## src/rtl/hdlc_pkg.sv

```systemverilog
// Shared constants and FSM encoding for the HDLC receive buffer
// read-out path (512x8 RAM, length words at the top two addresses).
package hdlc_pkg;

  localparam int RAM_AW = 9;
  localparam int RAM_DW = 8;

  localparam logic [RAM_AW-1:0] ADDR_LEN_LO_DEF = 9'd510;
  localparam logic [RAM_AW-1:0] ADDR_LEN_HI_DEF = 9'd511;
  localparam logic [RAM_AW-1:0] MAX_LEN_DEF     = 9'd510;
  localparam logic [RAM_AW-1:0] CRC_BYTES_DEF   = 9'd2;

  typedef enum logic [2:0] {
    ST_IDLE  = 3'd0,
    ST_LEN0  = 3'd1,
    ST_LEN1  = 3'd2,
    ST_CHECK = 3'd3,
    ST_RD    = 3'd4,
    ST_RDW   = 3'd5,
    ST_OUT   = 3'd6,
    ST_DONE  = 3'd7
  } rd_state_e;

endpackage

```

## src/rtl/hdlc_sync_edge.sv

```systemverilog
// Two-flop synchronizer plus registered rising-edge pulse for a slow
// strobe crossing into the local clock domain.
module hdlc_sync_edge (
  input  logic clk_i,
  input  logic rst_i,
  input  logic async_i,
  output logic rise_o
);

  logic [2:0] sync_q;
  logic       rise_q;

  always_ff @(posedge clk_i) begin
    if (rst_i) begin
      sync_q <= '0;
      rise_q <= 1'b0;
    end else begin
      sync_q <= {sync_q[1:0], async_i};
      rise_q <= sync_q[1] & ~sync_q[2];
    end
  end

  assign rise_o = rise_q;

endmodule

```

## src/rtl/hdlc_rx_rdctl.sv

```systemverilog
// HDLC receive buffer read-out: length fetch, validation, byte streaming.
// Define HDLC_RXC_CRC_STRIP_EN to drop the trailing FCS bytes.
module hdlc_rx_rdctl
  import hdlc_pkg::*;
#(
  parameter logic [RAM_AW-1:0] ADDR_LEN_LO = ADDR_LEN_LO_DEF,
  parameter logic [RAM_AW-1:0] ADDR_LEN_HI = ADDR_LEN_HI_DEF,
  parameter logic [RAM_AW-1:0] MAX_LEN     = MAX_LEN_DEF,
  parameter logic [RAM_AW-1:0] CRC_BYTES   = CRC_BYTES_DEF
) (
  input  logic              clk_100m,
  input  logic              rst,
  input  logic              rx_irq,
  output logic              ram_rd_en,
  output logic [RAM_AW-1:0] ram_rd_addr,
  input  logic [RAM_DW-1:0] ram_rd_data,
  output logic [RAM_DW-1:0] m_data,
  output logic              m_valid,
  output logic              m_last,
  input  logic              m_ready,
  output logic [RAM_AW-1:0] frame_len,
  output logic              frame_done,
  output logic              frame_err,
  output logic              irq_overrun,
  output logic              busy
);

  rd_state_e         state_q, state_d;
  logic [RAM_DW-1:0] len_lo_q, len_lo_d;
  logic [RAM_AW-1:0] addr_q, addr_d;
  logic [RAM_AW-1:0] flen_q, flen_d;
  logic [RAM_DW-1:0] mdat_q, mdat_d;
  logic              mval_q, mval_d;
  logic              mlast_q, mlast_d;

  logic              irq_rise;
  logic              rd_en;
  logic [RAM_AW-1:0] rd_addr;
  logic              err_p;
  logic              done_p;
  logic [RAM_AW-1:0] len_full;
  logic [RAM_AW-1:0] out_len;
  logic              len_bad;

  hdlc_sync_edge u_sync (
    .clk_i   (clk_100m),
    .rst_i   (rst),
    .async_i (rx_irq),
    .rise_o  (irq_rise)
  );

  // Length high word arrives in CHECK, so it is used straight off the bus.
  assign len_full = {ram_rd_data[0], len_lo_q};

`ifdef HDLC_RXC_CRC_STRIP_EN
  assign out_len = len_full - CRC_BYTES;
  assign len_bad = (len_full <= CRC_BYTES) || (len_full > MAX_LEN);
`else
  assign out_len = len_full;
  assign len_bad = (len_full == '0) || (len_full > MAX_LEN);
`endif

  always_ff @(posedge clk_100m) begin
    if (rst) begin
      state_q  <= ST_IDLE;
      len_lo_q <= '0;
      addr_q   <= '0;
      flen_q   <= '0;
      mdat_q   <= '0;
      mval_q   <= 1'b0;
      mlast_q  <= 1'b0;
    end else begin
      state_q  <= state_d;
      len_lo_q <= len_lo_d;
      addr_q   <= addr_d;
      flen_q   <= flen_d;
      mdat_q   <= mdat_d;
      mval_q   <= mval_d;
      mlast_q  <= mlast_d;
    end
  end

  always_comb begin
    state_d  = state_q;
    len_lo_d = len_lo_q;
    addr_d   = addr_q;
    flen_d   = flen_q;
    mdat_d   = mdat_q;
    mval_d   = mval_q;
    mlast_d  = mlast_q;
    rd_en    = 1'b0;
    rd_addr  = addr_q;
    err_p    = 1'b0;
    done_p   = 1'b0;
    unique case (state_q)
      ST_IDLE: begin
        if (irq_rise) state_d = ST_LEN0;
      end
      ST_LEN0: begin
        rd_en   = 1'b1;
        rd_addr = ADDR_LEN_LO;
        state_d = ST_LEN1;
      end
      ST_LEN1: begin
        rd_en    = 1'b1;
        rd_addr  = ADDR_LEN_HI;
        len_lo_d = ram_rd_data;
        state_d  = ST_CHECK;
      end
      ST_CHECK: begin
        if (len_bad) begin
          err_p   = 1'b1;
          state_d = ST_IDLE;
        end else begin
          flen_d  = out_len;
          addr_d  = '0;
          state_d = ST_RD;
        end
      end
      ST_RD: begin
        rd_en   = 1'b1;
        state_d = ST_RDW;
      end
      ST_RDW: begin
        mdat_d  = ram_rd_data;
        mval_d  = 1'b1;
        mlast_d = (addr_q == flen_q - 9'd1);
        state_d = ST_OUT;
      end
      ST_OUT: begin
        if (m_ready) begin
          mval_d  = 1'b0;
          mlast_d = 1'b0;
          if (mlast_q) begin
            state_d = ST_DONE;
          end else begin
            addr_d  = addr_q + 9'd1;
            state_d = ST_RD;
          end
        end
      end
      ST_DONE: begin
        done_p  = 1'b1;
        state_d = ST_IDLE;
      end
      default: state_d = ST_IDLE;
    endcase
  end

  assign ram_rd_en   = rd_en;
  assign ram_rd_addr = rd_addr;
  assign m_data      = mdat_q;
  assign m_valid     = mval_q;
  assign m_last      = mlast_q;
  assign frame_len   = flen_q;
  assign frame_done  = done_p;
  assign frame_err   = err_p;
  assign irq_overrun = irq_rise && (state_q != ST_IDLE);
  assign busy        = (state_q != ST_IDLE);

endmodule

```

## config.mk

```make
export PLATFORM = sky130hd
export DESIGN_NAME = hdlc_rx_rdctl
export DESIGN_NICKNAME = d
export VERILOG_FILES = /design/src/rtl/hdlc_pkg.sv /design/src/rtl/hdlc_sync_edge.sv /design/src/rtl/hdlc_rx_rdctl.sv
export SDC_FILE = /design/constraint.sdc
export NUM_CORES = 1
export LEC_CHECK = 0
export BUFFER_PORTS_ARGS = -buffer_cell sky130_fd_sc_hd__buf_2
export CAP_MARGIN = 40
export CORE_ASPECT_RATIO = 1.2
export CORE_MARGIN = 2
export CORE_UTILIZATION = 54
export CTS_CLUSTER_DIAMETER = 30
export CTS_CLUSTER_SIZE = 28
export DETAILED_ROUTE_END_ITERATION = 10
export PLACE_DENSITY = 0.77
export SETUP_SLACK_MARGIN = 0.5
export SLEW_MARGIN = 20
export SYNTH_ARGS = -nofsm -noshare
export SYNTH_HDL_FRONTEND = slang
export SYNTH_SLANG_ARGS = --single-unit
```

## constraint.sdc

```tcl
create_clock -name clk_100m -period 2.3 [get_ports clk_100m]
set_input_delay 0.115 -clock clk_100m [delete_from_list [all_inputs] [get_ports clk_100m]]
set_output_delay 0.115 -clock clk_100m [all_outputs]
set_load 0.01 [all_outputs]
```

==> results.tsv <==
stage	metric	value	unit
cells_and_area	final_design_area_no_fill	2650	um2
critical_path	timing.critical_path.max_delay_family	simple AND/OR/NAND/NOR gates	
routing	wire_per_inst	13.8	um
status	outcome	completed	
cells_and_area	layout-drive-gt1-share	35.8	%
floorplan	die_h	72.6	um
clocking	clock_insertion_delay_worst_skew	0.30	ns
synthesis	number_of_standard_cells_after_synthesis	241	
routing	drt_drc_violations_left	0	
cells_and_area	antenna_cells_inserted	0	
job	cap_viol_max_count	0	
synthesis	synth_cell_types	41	
critical_path	arrival	2.11	ns
critical_path	critical-path-slowest-cell	sky130_fd_sc_hd__or4b_4	
routing	drtAntennaViolNets	0	
cells_and_area	most_used_cells_in_the_layout_excluding_fill_and_tap_cells	44 x sky130_fd_sc_hd__buf_2, 36 x sky130_fd_sc_hd__dfxtp_1, 26 x sky130_fd_sc_hd__nor2_1, 17 x sky130_fd_sc_hd__nand2_1, 17 x sky130_fd_sc_hd__mux2i_1	
critical_path	endpoint_kind	flip-flop	
timing	fmax	0.532	GHz
global_route	pin_count_of_the_biggest_net_entering_global_routing	36	
floorplan	initial_utilization	57.4	%
global_route	first_global_vias	1654	
floorplan	die_area	4440	um2
clocking	cts_tree	built	
floorplan	std_cell_rows	24	
synthesis	postSynth.asyncResetShare	0	%
cells_and_area	layout-area-overhead-vs-synth	25.0	%
global_route	grt_use_total	23.1	%
floorplan	design.core.area	3690	um2
clocking	worst_setup_hold_path_clk_slew	0.08	ns
timing	min_period	1.88	ns
synthesis	synth.area.mux_share	8.03	%
timing	timing.final.max_slew_violations	0	
synthesis	synth.cell_area	2120	um2
critical_path	critical-path-max-stage-delay	0.49	ns
critical_path	crit_required	2.53	ns
timing	grt_setup_unrepaired	yes	
timing	worst_slew_pin_slew	0.541	ns
synthesis	synth_ff_type	sky130_fd_sc_hd__dfxtp_1	
global_route	grt_busiest_layer	met2	
synthesis	synth.net_count	255	
synthesis	synth.yosys.seq_area_share	40.6	%
synthesis	synth-edff-count	0	
critical_path	cp.buffers_inverters	1	
synthesis	synth_area_per_cell	8.79	um2
pwr	power.leakage	1.16	nW
global_route	grtUsageMet1	29.8	%
synthesis	synthAdderAreaFrac	1.18	%
global_route	grt_remaining_overflow	0	
pwr	powerDensity	514	nW/um2
critical_path	critPathLaunchType	flip-flop	
pwr	vdd_drop_max	0.418	mV
timing	slew_headroom	63.0	%
critical_path	crit_path_max_fanout	4	
floorplan	fp.dieW	61.2	um
synthesis	synth_compound_area_share	9.27	%
global_route	grt_util_met3	6.03	%
timing	setup_violations	0	
global_route	first_pass_grt_wire_length	7720	um
routing	dr.first_iter.drc_count	73	
routing	vias_per_cell	5.35	
critical_path	path_cells	inv_4, ha_4, or4b_4, or3_4, o22ai_4, o2111ai_2, a21oi_1	
placed_design	place.port_buffers	44	
timing	layout_worst_path_cycle_share	81.7	%
synthesis	post_synth_and_or_nand_nor_area_fraction	27.1	%
clocking	library_cell_used_as_clock_root_buffer	sky130_fd_sc_hd__clkbuf_8	
hold_path	hold_path_class	in -> reg	
clocking	max-clock-path-buffers	2	
routing	finalWirelength	4770	um
cells_and_area	filler_cell_count	296	
global_route	groute.layer.met2.usage	37.0	%
clocking	cts_sinks	43	
synthesis	synth.ff_latch_count	43	
clocking	tritoncts.num_buffers	5	
placed_design	global_placer_s_final_weighted_congestion	0.850	
clocking	cts_hold_repair.buffers	0	
floorplan	io_pins	45	
timing	tns	0	ns
synthesis	synth_top_family_by_area	simple AND/OR/NAND/NOR gates	
global_route	antenna_violations_before_repair	0	
placed_design	dpl.hpwl	3200	um
clocking	htree_num_levels	2	
routing	via_count	1845	
synthesis	synth_xor_xnor_area_share	9.10	%
cells_and_area	final_net_count	307	
cells_and_area	commonest_non_fill_non_tap_cell_in_the_layout	sky130_fd_sc_hd__buf_2	
critical_path	timing_worst_setup_path_type	reg -> reg	
routing	drt_pre_antenna_iters	4	
timing	hold_violations	0	
synthesis	yosysWarnings	0	
timing	fin_skew	0.00329	ns
placed_design	place_area	2370	um2
==> layer usage <==
layer | share of wire [%] | routed length (um) | up-vias
met5 | 0 | 0 | -
met4 | 2.1 | 99 | 0
met3 | 4.0 | 192 | 10
met2 | 48 | 2280 | 41
met1 | 46 | 2200 | 875
li1 | - | - | 919
==> sequential cells by signal, summed over array words and instances (netlist names) <==
signal and count:
m_valid 1, frame_len 9, m_data 8, u_sync.sync_q 3, len_lo_q 8, m_last 1, u_sync.rise_o 1, addr_q 9
state_q 3
==> Yosys cell counts (all sizes together) (2+ instances only) <==
cell type,instances,area (um2)
o21ai,12,60.1
or4,3,26.3
or2,8,50.1
nand2b,4,25.0
xnor2,15,131
nor2,33,141
nand3,4,20.0
buf,5,43.8
a21oi,15,75.1
dfxtp,43,861
nor4,4,40.0
ha,2,25.0
clkbuf,8,30.0
mux2i,17,170
or3,4,25.0
nor3,6,30.0
nor2b,5,31.3
nand4,5,31.3
and2,2,12.5
nand3b,3,35.0
nand2,17,63.8
xor2,7,61.3
inv,7,26.3
o31ai,2,15.0
==> cell families (layout without fill, tap and decap cells) <==
family                     count (synthesis)  count (layout)
and+or+nand+nor                          102             102
xor gates and xnor gates                  22              22
AOI/OAI and AO/OA                         35              35
muxes                                     17              17
buffers and inverters                     20              72
DFF                                       43              43
adders and majority gates                  2               2
==> repair_timing <==
action | CTS | global route
gates cloned | 0 | 1
buffers inserted | 6 | 3
pin swaps | 7 | 9
resized for setup | 16 | 13
setup endpoints to repair | 28 | 20
==> report_power, final <==
group / switching [W] / internal [W] / leakage, nW
logic: 0.0000609 / 0.0000517 / 0.762
registers: 0.00000925 / 0.000750 / 0.351
clock network: 0.000254 / 0.000236 / 0.0470
total: 0.000324 / 0.00104 / 1.16
==> worst paths after layout <==
kind / startpoint / end / slack (ns) / cells after the start
max: frame_len[0] / m_last / 0.42 / 7
min: rx_irq / u_sync.sync_q[0] / 0.03 / 2
max reg2reg: frame_len[0] / m_last / 0.42 / 7
min reg2reg: u_sync.sync_q[2] / u_sync.rise_o / 0.39 / 1
==> layout make-up <==
cell class | count | area, um2 | share of cell area [%]
multi-input combinational | 178 | 1260 | 47.6
sequential | 43 | 875 | 33.0
clock inverter | 1 | 5.00 | 0.189
inverter | 7 | 31.3 | 1.18
timing repair buffer | 58 | 329 | 12.4
tap | 52 | 65.1 | 2.46
clock buffer | 6 | 82.6 | 3.12
==> through the flow <==
stage / total power, W / instances / hold slack [ns] / setup WS (ns) / util, %
2_1_floorplan: 0.000844 / 241 / 0.243 / 0.511 / -
5_1_grt: 0.00141 / 345 / 0.0458 / 0.346 / 71.7
6_report: 0.00136 / 345 / 0.0326 / 0.421 / 71.7
3_5_place_dp: 0.000881 / 328 / 0.345 / 0.319 / 64.1
4_1_cts: 0.00136 / 341 / 0.0305 / 0.397 / 69.1
3_3_place_gp: 0.000880 / 328 / 0.339 / 0.362 / 64.1
==> worst reg2reg max path: cells and delay by family (launching register included) <==
family	cells	cell delay [ns]
AOI/OAI and AO/OA	3	0.42
adders and majority gates	1	0.12
buffers and inverters	1	0.05
DFF	1	0.36
and+or+nand+nor	2	0.85
(Power assumes the default switching activity.)
